### config.mk
export PLATFORM = sky130hd
export DESIGN_NAME = leitor_banco_registradores
export DESIGN_NICKNAME = d
export VERILOG_FILES = /design/src/rtl/leitor_banco_registradores.sv
export SDC_FILE = /design/constraint.sdc
export NUM_CORES = 1
export LEC_CHECK = 0
export BUFFER_PORTS_ARGS = -buffer_cell sky130_fd_sc_hd__buf_2
export CORE_UTILIZATION = 45
export CTS_BUF_LIST = sky130_fd_sc_hd__clkbuf_16
export CTS_CLUSTER_SIZE = 8
export DETAILED_ROUTE_END_ITERATION = 7
export PLACE_DENSITY = 0.71
export SYNTH_ARGS = -nofsm -noshare
export SYNTH_HDL_FRONTEND = slang
export SYNTH_SLANG_ARGS = --single-unit
### constraint.sdc
create_clock -name clock -period 2.1 [get_ports clock]
set_input_delay 0.315 -clock clock [delete_from_list [all_inputs] [get_ports clock]]
set_output_delay 0.315 -clock clock [all_outputs]
set_load 0.1 [all_outputs]
### src/rtl/leitor_banco_registradores.sv
// Register bank dump engine: reads a circular range of the bank two
// registers per read cycle and streams them out one word at a time.
module leitor_banco_registradores #(
   parameter int LARGURA_DADO = 16,
   parameter int LARGURA_END  = 3
) (
   input  logic                    clock,
   input  logic                    reset,
   input  logic                    iniciar,
   input  logic [LARGURA_END-1:0]  end_inicial,
   input  logic [LARGURA_END-1:0]  end_final,
   output logic [LARGURA_END-1:0]  endereco_reg1,
   output logic [LARGURA_END-1:0]  endereco_reg2,
   input  logic [LARGURA_DADO-1:0] valor_reg1,
   input  logic [LARGURA_DADO-1:0] valor_reg2,
   output logic [LARGURA_DADO-1:0] saida_dado,
   output logic [LARGURA_END-1:0]  saida_endereco,
   output logic                    saida_valida,
   input  logic                    saida_pronta,
   output logic                    ocupado,
   output logic                    feito
);

   typedef enum logic [2:0] {
      OCIOSO,
      LEITURA,
      ENVIO0,
      ENVIO1,
      FIM
   } estado_t;

   localparam logic [LARGURA_END-1:0] UM   = LARGURA_END'(1);
   localparam logic [LARGURA_END-1:0] DOIS = LARGURA_END'(2);
   localparam logic [LARGURA_END:0]   UM_N   = (LARGURA_END+1)'(1);
   localparam logic [LARGURA_END:0]   DOIS_N = (LARGURA_END+1)'(2);

   logic [1:0]              rst_sinc_q;
   logic                    rst_n;

   estado_t                 estado_q, estado_d;
   logic [LARGURA_END-1:0]  cur_q, cur_d;
   logic [LARGURA_END:0]    rest_q, rest_d;
   logic                    par_q, par_d;
   logic [LARGURA_DADO-1:0] buf0_q, buf0_d;
   logic [LARGURA_DADO-1:0] buf1_q, buf1_d;
   logic [LARGURA_END-1:0]  end0_q, end0_d;
   logic [LARGURA_END-1:0]  end1_q, end1_d;
   logic [LARGURA_END-1:0]  distancia;

   // Reset enters immediately; its release is aligned to the clock.
   always_ff @(posedge clock or negedge reset) begin
      if (!reset) begin
         rst_sinc_q <= '0;
      end else begin
         rst_sinc_q <= {rst_sinc_q[0], 1'b1};
      end
   end

   assign rst_n = rst_sinc_q[1];

   // Modular subtraction gives the wrap-around distance for free.
   assign distancia = end_final - end_inicial;

   // State and datapath registers.
   always_ff @(posedge clock or negedge rst_n) begin
      if (!rst_n) begin
         estado_q <= OCIOSO;
         cur_q    <= '0;
         rest_q   <= '0;
         par_q    <= 1'b0;
         buf0_q   <= '0;
         buf1_q   <= '0;
         end0_q   <= '0;
         end1_q   <= '0;
      end else begin
         estado_q <= estado_d;
         cur_q    <= cur_d;
         rest_q   <= rest_d;
         par_q    <= par_d;
         buf0_q   <= buf0_d;
         buf1_q   <= buf1_d;
         end0_q   <= end0_d;
         end1_q   <= end1_d;
      end
   end

   // Next-state: fetch a pair, emit one or two words, repeat.
   always_comb begin
      estado_d = estado_q;
      cur_d    = cur_q;
      rest_d   = rest_q;
      par_d    = par_q;
      buf0_d   = buf0_q;
      buf1_d   = buf1_q;
      end0_d   = end0_q;
      end1_d   = end1_q;
      unique case (estado_q)
         OCIOSO: begin
            if (iniciar) begin
               cur_d    = end_inicial;
               rest_d   = {1'b0, distancia} + UM_N;
               estado_d = LEITURA;
            end
         end
         LEITURA: begin
            buf0_d   = valor_reg1;
            buf1_d   = valor_reg2;
            end0_d   = cur_q;
            end1_d   = cur_q + UM;
            par_d    = (rest_q >= DOIS_N);
            estado_d = ENVIO0;
         end
         ENVIO0: begin
            if (saida_pronta) begin
               rest_d = rest_q - UM_N;
               if (par_q) begin
                  estado_d = ENVIO1;
               end else begin
                  estado_d = FIM;
               end
            end
         end
         ENVIO1: begin
            if (saida_pronta) begin
               rest_d = rest_q - UM_N;
               if (rest_d == '0) begin
                  estado_d = FIM;
               end else begin
                  cur_d    = cur_q + DOIS;
                  estado_d = LEITURA;
               end
            end
         end
         FIM: begin
            estado_d = OCIOSO;
         end
         default: begin
            estado_d = OCIOSO;
         end
      endcase
   end

   // Outputs decoded from state; read ports idle at address 0.
   always_comb begin
      endereco_reg1  = '0;
      endereco_reg2  = '0;
      saida_dado     = '0;
      saida_endereco = '0;
      saida_valida   = 1'b0;
      feito          = 1'b0;
      ocupado        = (estado_q != OCIOSO);
      unique case (estado_q)
         LEITURA: begin
            endereco_reg1 = cur_q;
            endereco_reg2 = cur_q + UM;
         end
         ENVIO0: begin
            saida_valida   = 1'b1;
            saida_dado     = buf0_q;
            saida_endereco = end0_q;
         end
         ENVIO1: begin
            saida_valida   = 1'b1;
            saida_dado     = buf1_q;
            saida_endereco = end1_q;
         end
         FIM: begin
            feito = 1'b1;
         end
         default: begin
         end
      endcase
   end

endmodule

## Yosys cells after proc, flatten, opt, wreduce, memory -nomap -nowiden

Index checks and enable logic that the tools add are counted.
Widths: inputs -> output; s select.

| word-level totals | value |
|---|---|
| bits in registers | 51 |
| bits of input ports | 42 |
| output and inout port bits | 28 |
| logic and storage cells | 52 |

| operators by class | value |
|---|---|
| $add $sub $neg | 5 |
| order comparisons | 1 |
| equality and inequality tests | 9 |
| multiplexer cells | 19 |
| reductions and logical operators | 9 |

Operators with widths:

| operator | count |
|---|---|
| $pmux 16 s2 | 1 |
| $mux 3 | 10 |
| $pmux 3 s2 | 2 |
| $pmux 3 s4 | 1 |
| $mux 4 | 2 |
| $ne 2x2->1 const B | 4 |
| $pmux 4 s2 | 1 |
| $eq 3x2->1 const B | 2 |
| $reduce_and 3->1 | 2 |
| $add 3x1->4 const B | 1 |
| $ge 4x2->1 const B | 1 |
| $logic_not 4->1 | 1 |
| $reduce_and 4->1 | 1 |
| $reduce_bool 2->1 | 2 |
| $sub 4x1->4 const B | 1 |
| $add 3x1->3 const B | 1 |
| $add 3x2->3 const B | 1 |
| $eq 3x1->1 const B | 1 |
| $eq 3x3->1 const B | 1 |
| $logic_not 3->1 | 1 |
| $reduce_bool 3->1 | 1 |
| $sub 3x3->3 | 1 |
| $mux 1 | 2 |
| $ne 2x1->1 const B | 1 |
| $reduce_or 2->1 | 1 |

## Depth between registers and ports, before layout

| depth | value |
|---|---|
| depth after elaboration | 5 |
| depth in mapped cells | 8 |
| mapped depth without buffers | 8 |

## Worst setup path before layout

OpenSTA, ideal clock, no wires.

| timing | value |
|---|---|
| path kind | register -> output |
| start point | register estado_q[0] |
| end point | output feito |
| arrival | 2.856 ns |
| data required time | 1.785 ns |
| slack | -1.071 ns |
| cell stages (with the launch flop) | 4 |
| buffers on the path | 2 |
| cell sequence | dfrtp_1 > buf_2 > buf_2 > nor3_1 |

| on the way | value |
|---|---|
| cells in the longest elaborated chain, start to end | 2 |

Ends and longest elaborated chain:

| item | line | text |
|---|---|---|
| start, declared | 40 | `estado_t estado_q, estado_d;` |
| start signal, assigned | 76 | `estado_q <= estado_d;` |
| $eq 3x3->1 | 152 | `unique case (estado_q)` |
| $mux 1 | 152 |  |
| end, declared | 21 | `output logic feito` |

No other way between the ends.

## Worst setup path in the final report

| timing | value |
|---|---|
| start point | register estado_q[0] |
| end point | output saida_dado[0] |

| on the way | value |
|---|---|
| cells in the longest elaborated chain, start to end | 2 |
| elaborated cells on any way between the ends | 3 |
| those cells by class | eq/ne (2); mux (1) |

Ends and longest elaborated chain:

| item | line | text |
|---|---|---|
| $eq 3x2->1 | 152 |  |
| $pmux 16 s2 (*) | 152 |  |
| end, declared | 16 | `output logic [LARGURA_DADO-1:0] saida_dado,` |

Every way passes the cells marked *; elsewhere a longest branch is shown, timed or not.

==> results.sh <==
export IMPL_outcome="complete, no violations"
export IMPL_reg2reg_slack_ns=0.21
export IMPL_gr_total_overflow=0
export IMPL_startpoint_type="flop"
export IMPL_post_cts_setup_buffer_count=0
export IMPL_synth_cell_types=38
export IMPL_post_route_period_util_pct=95.4
export IMPL_clk_latency_ns=0.28
export IMPL_yosys_area_share_adder_pct=3.66
export IMPL_cts_root_buffer="clkbuf_16"
export IMPL_synth_mux_area_share_pct=23.4
export IMPL_synth_top_family_by_area="multiplexers"
export IMPL_clkTransAtPathRegs_ns=0.06
export IMPL_drive_gt1_share_pct=39.0
export IMPL_grt_setup_unrepaired="no"
export IMPL_reg2reg_from="rest_q[0]"
export IMPL_first_pass_iters=4
export IMPL_cts_buffers=5
export IMPL_area_growth_pct=43.3
export IMPL_slowest_stage="dfrtp_1"
export IMPL_routabilityCongestion=0.826
export IMPL_setup_viol=0
export IMPL_cp_end_kind="output port"
export IMPL_track_usage_pct=18.6
export IMPL_r2r_end="cur_q[2]"
export IMPL_synth_seq_area_share_pct=49.1
export IMPL_vias=1951
export IMPL_synth_simple_gate_area_share_pct=11.4
export IMPL_cp_required_ns=1.78
export IMPL_clkSinkCount=51
export IMPL_ff_latch_area_um2=1280
export IMPL_io_buffers=69
export IMPL_synth_xor_area_share_pct=1.69
export IMPL_max_freq_mhz=499
export IMPL_cts_buffer_depth=2
export IMPL_path_max_fanout=18
export IMPL_viasPerCell=5.13
export IMPL_diodes=0
export IMPL_finalHoldViolCount=0
export IMPL_clock_skew_ns=0.00323
export IMPL_synth_flop_cell="dfrtp_1"
export IMPL_hp_class="flop to async pin"
export IMPL_rows=27
export IMPL_synth_async_sr_flop_share_pct=100
export IMPL_nets=356
export IMPL_ff2ff_path_depth=6
export IMPL_synth_seq_cells=51
export IMPL_antenna_found_initial=0
export IMPL_dp_hpwl_mm=3.88
export IMPL_multiInputGateArea_um2=1310
export IMPL_critPathKind="flop to output port"
export IMPL_avgSynthCellArea_um2=11.2
export IMPL_synth_nets=282
export IMPL_cp_arrival_ns=1.69
export IMPL_cpPeakStageDelay_ns=0.46
export IMPL_die_w_um=78.0
export IMPL_finalMaxSlewViolations=0
export IMPL_dieArea_um2=6080
export IMPL_wl_per_cell_um=13.9
export IMPL_drt_wl_total_mm=5.28
export IMPL_grt_max_degree=50
export IMPL_nFillCells=454
export IMPL_synth_area_um2=2600
export IMPL_cts_tree="done"
export IMPL_path_cells="buf_4, mux2i_1, nor2_4, buf_12"
export IMPL_core_area_um2=5540
export IMPL_drc_errors=0
export IMPL_min_period_ns=2.00
export IMPL_synth_compound_area_share_pct=6.74
export IMPL_cts_max_level=2
export IMPL_ios=70
export IMPL_finalCoreUtilization_pct=67.2
export IMPL_die_h_um=78.0
export IMPL_synth_edff_count=0
export IMPL_postRouteAntennaNets=0
export IMPL_grt_pass1_wl_mm=8.85
export IMPL_yosys_warnings=0
export IMPL_drtIter0Drc=74
export IMPL_syn_inst=233
export IMPL_start_util_pct=46.9
export IMPL_grt_pass1_vias=1940
export IMPL_drv_cap=0
## worst max path at each step
stage	from	end	slack [ns]	depth (start not counted)
floorplan	estado_q[2]	endereco_reg2[0]	-0.20	5
global placement	end_final[0]	rest_q[3]	0.28	9
detailed placement	end_final[0]	rest_q[3]	0.22	9
CTS	estado_q[1]	saida_dado[8]	0.03	4
global route	estado_q[0]	saida_dado[0]	0.006	4
finish	estado_q[0]	saida_dado[0]	0.1	4
## per-stage QoR
step	setup WS, ns	instances	hold slack [ns]	cell area, um2	setup TNS (ns)
6_report	0.0957	380	0.245	3720	0
3_3_place_gp	0.280	371	0.101	3540	0
2_1_floorplan	-0.205	233	0.0194	2680	-3.59
5_1_grt	0.00584	380	0.239	3720	0
3_5_place_dp	0.219	371	0.102	3540	0
4_1_cts	0.0256	380	0.241	3720	0
## layout make-up
class                      instances  share of cell area [%]
inverter                          12                    1.21
clock buffer                       5                    3.36
tap                               72                    2.42
sequential                        51                    34.3
timing repair buffer              79                    22.6
clock inverter                     3                    1.01
multi-input combinational        158                    35.1
## cells in the mapped netlist, types with 2 or more instances
cell type,count,area [um2]
nand2_1,10,37.5
and3_1,2,12.5
and2_1,4,25.0
a31oi_1,2,12.5
nor2_1,32,120
or3b_1,2,17.5
a21oi_1,8,40.0
dfrtp_1,51,1280
a41o_1,2,20.0
o21ai_1,3,15.0
nor3_1,6,30.0
inv_1,10,37.5
clkbuf_1,3,11.3
mux2i_1,19,190
buf_2,9,45.0
nand3_1,2,10.0
nor2b_1,3,18.8
ha_1,6,75.1
mux2_1,37,417
xnor2_1,4,35.0
## metal layers
metal / GRT usage [%] / vias up / part of all wire, %
met4: 5.19 / 0 / 1.1
met2: 29.6 / 61 / 47
li1: - / 952 / -
met3: 6.35 / 6 / 7.3
met1: 24.0 / 932 / 45
met5: 0 / - / 0
## flip-flops by register name, indices dropped and copies added (netlist names)
signal and flops:
buf0_q 16, par_q 1, end1_q 3, buf1_q 16
cur_q 3, rst_sinc_q 2, end0_q 3, rest_q 4
estado_q 3
## cells by family after synthesis
group	Yosys count
flip-flops	51
AO/OA/AOI/OAI	25
multiplexers	56
other	1
XOR/XNOR	5
AND/OR/NAND/NOR	64
buffers and inverters	24
adder cells (fa/ha/maj)	7
## worst max-delay path: cells and delay by family (launching register included)
kind                   cells  cell delay (ns)
muxes                      1             0.34
buffers and inverters      2             0.53
and+or+nand+nor            1             0.07
DFF                        1             0.46
## what timing repair did
action	CTS	global route
gates resized for setup	0	3
setup endpoints to repair	0	21
hold buffers	1	0
endpoints found under the hold margin	2	0
## layout by cell type (no fill, tap or decap), types with 3 or more instances in the layout
cell       Yosys  final
dfrtp_1       51     49
buf_2          9     43
mux2_1        37     37
buf_12         0     28
mux2i_1       19     19
nor2_2         0     16
nor2_1        32     13
inv_1         10     12
nand2_1       10      9
a21oi_1        8      8
ha_1           6      6
buf_4          0      6
clkbuf_16      0      5
nor3_1         6      4
and2_2         0      4
xnor2_1        4      4
nor2_4         0      3
o21ai_1        3      3
Power is not shown: default switching activity piles up to over one toggle a cycle in this logic, so the estimate is an artifact.
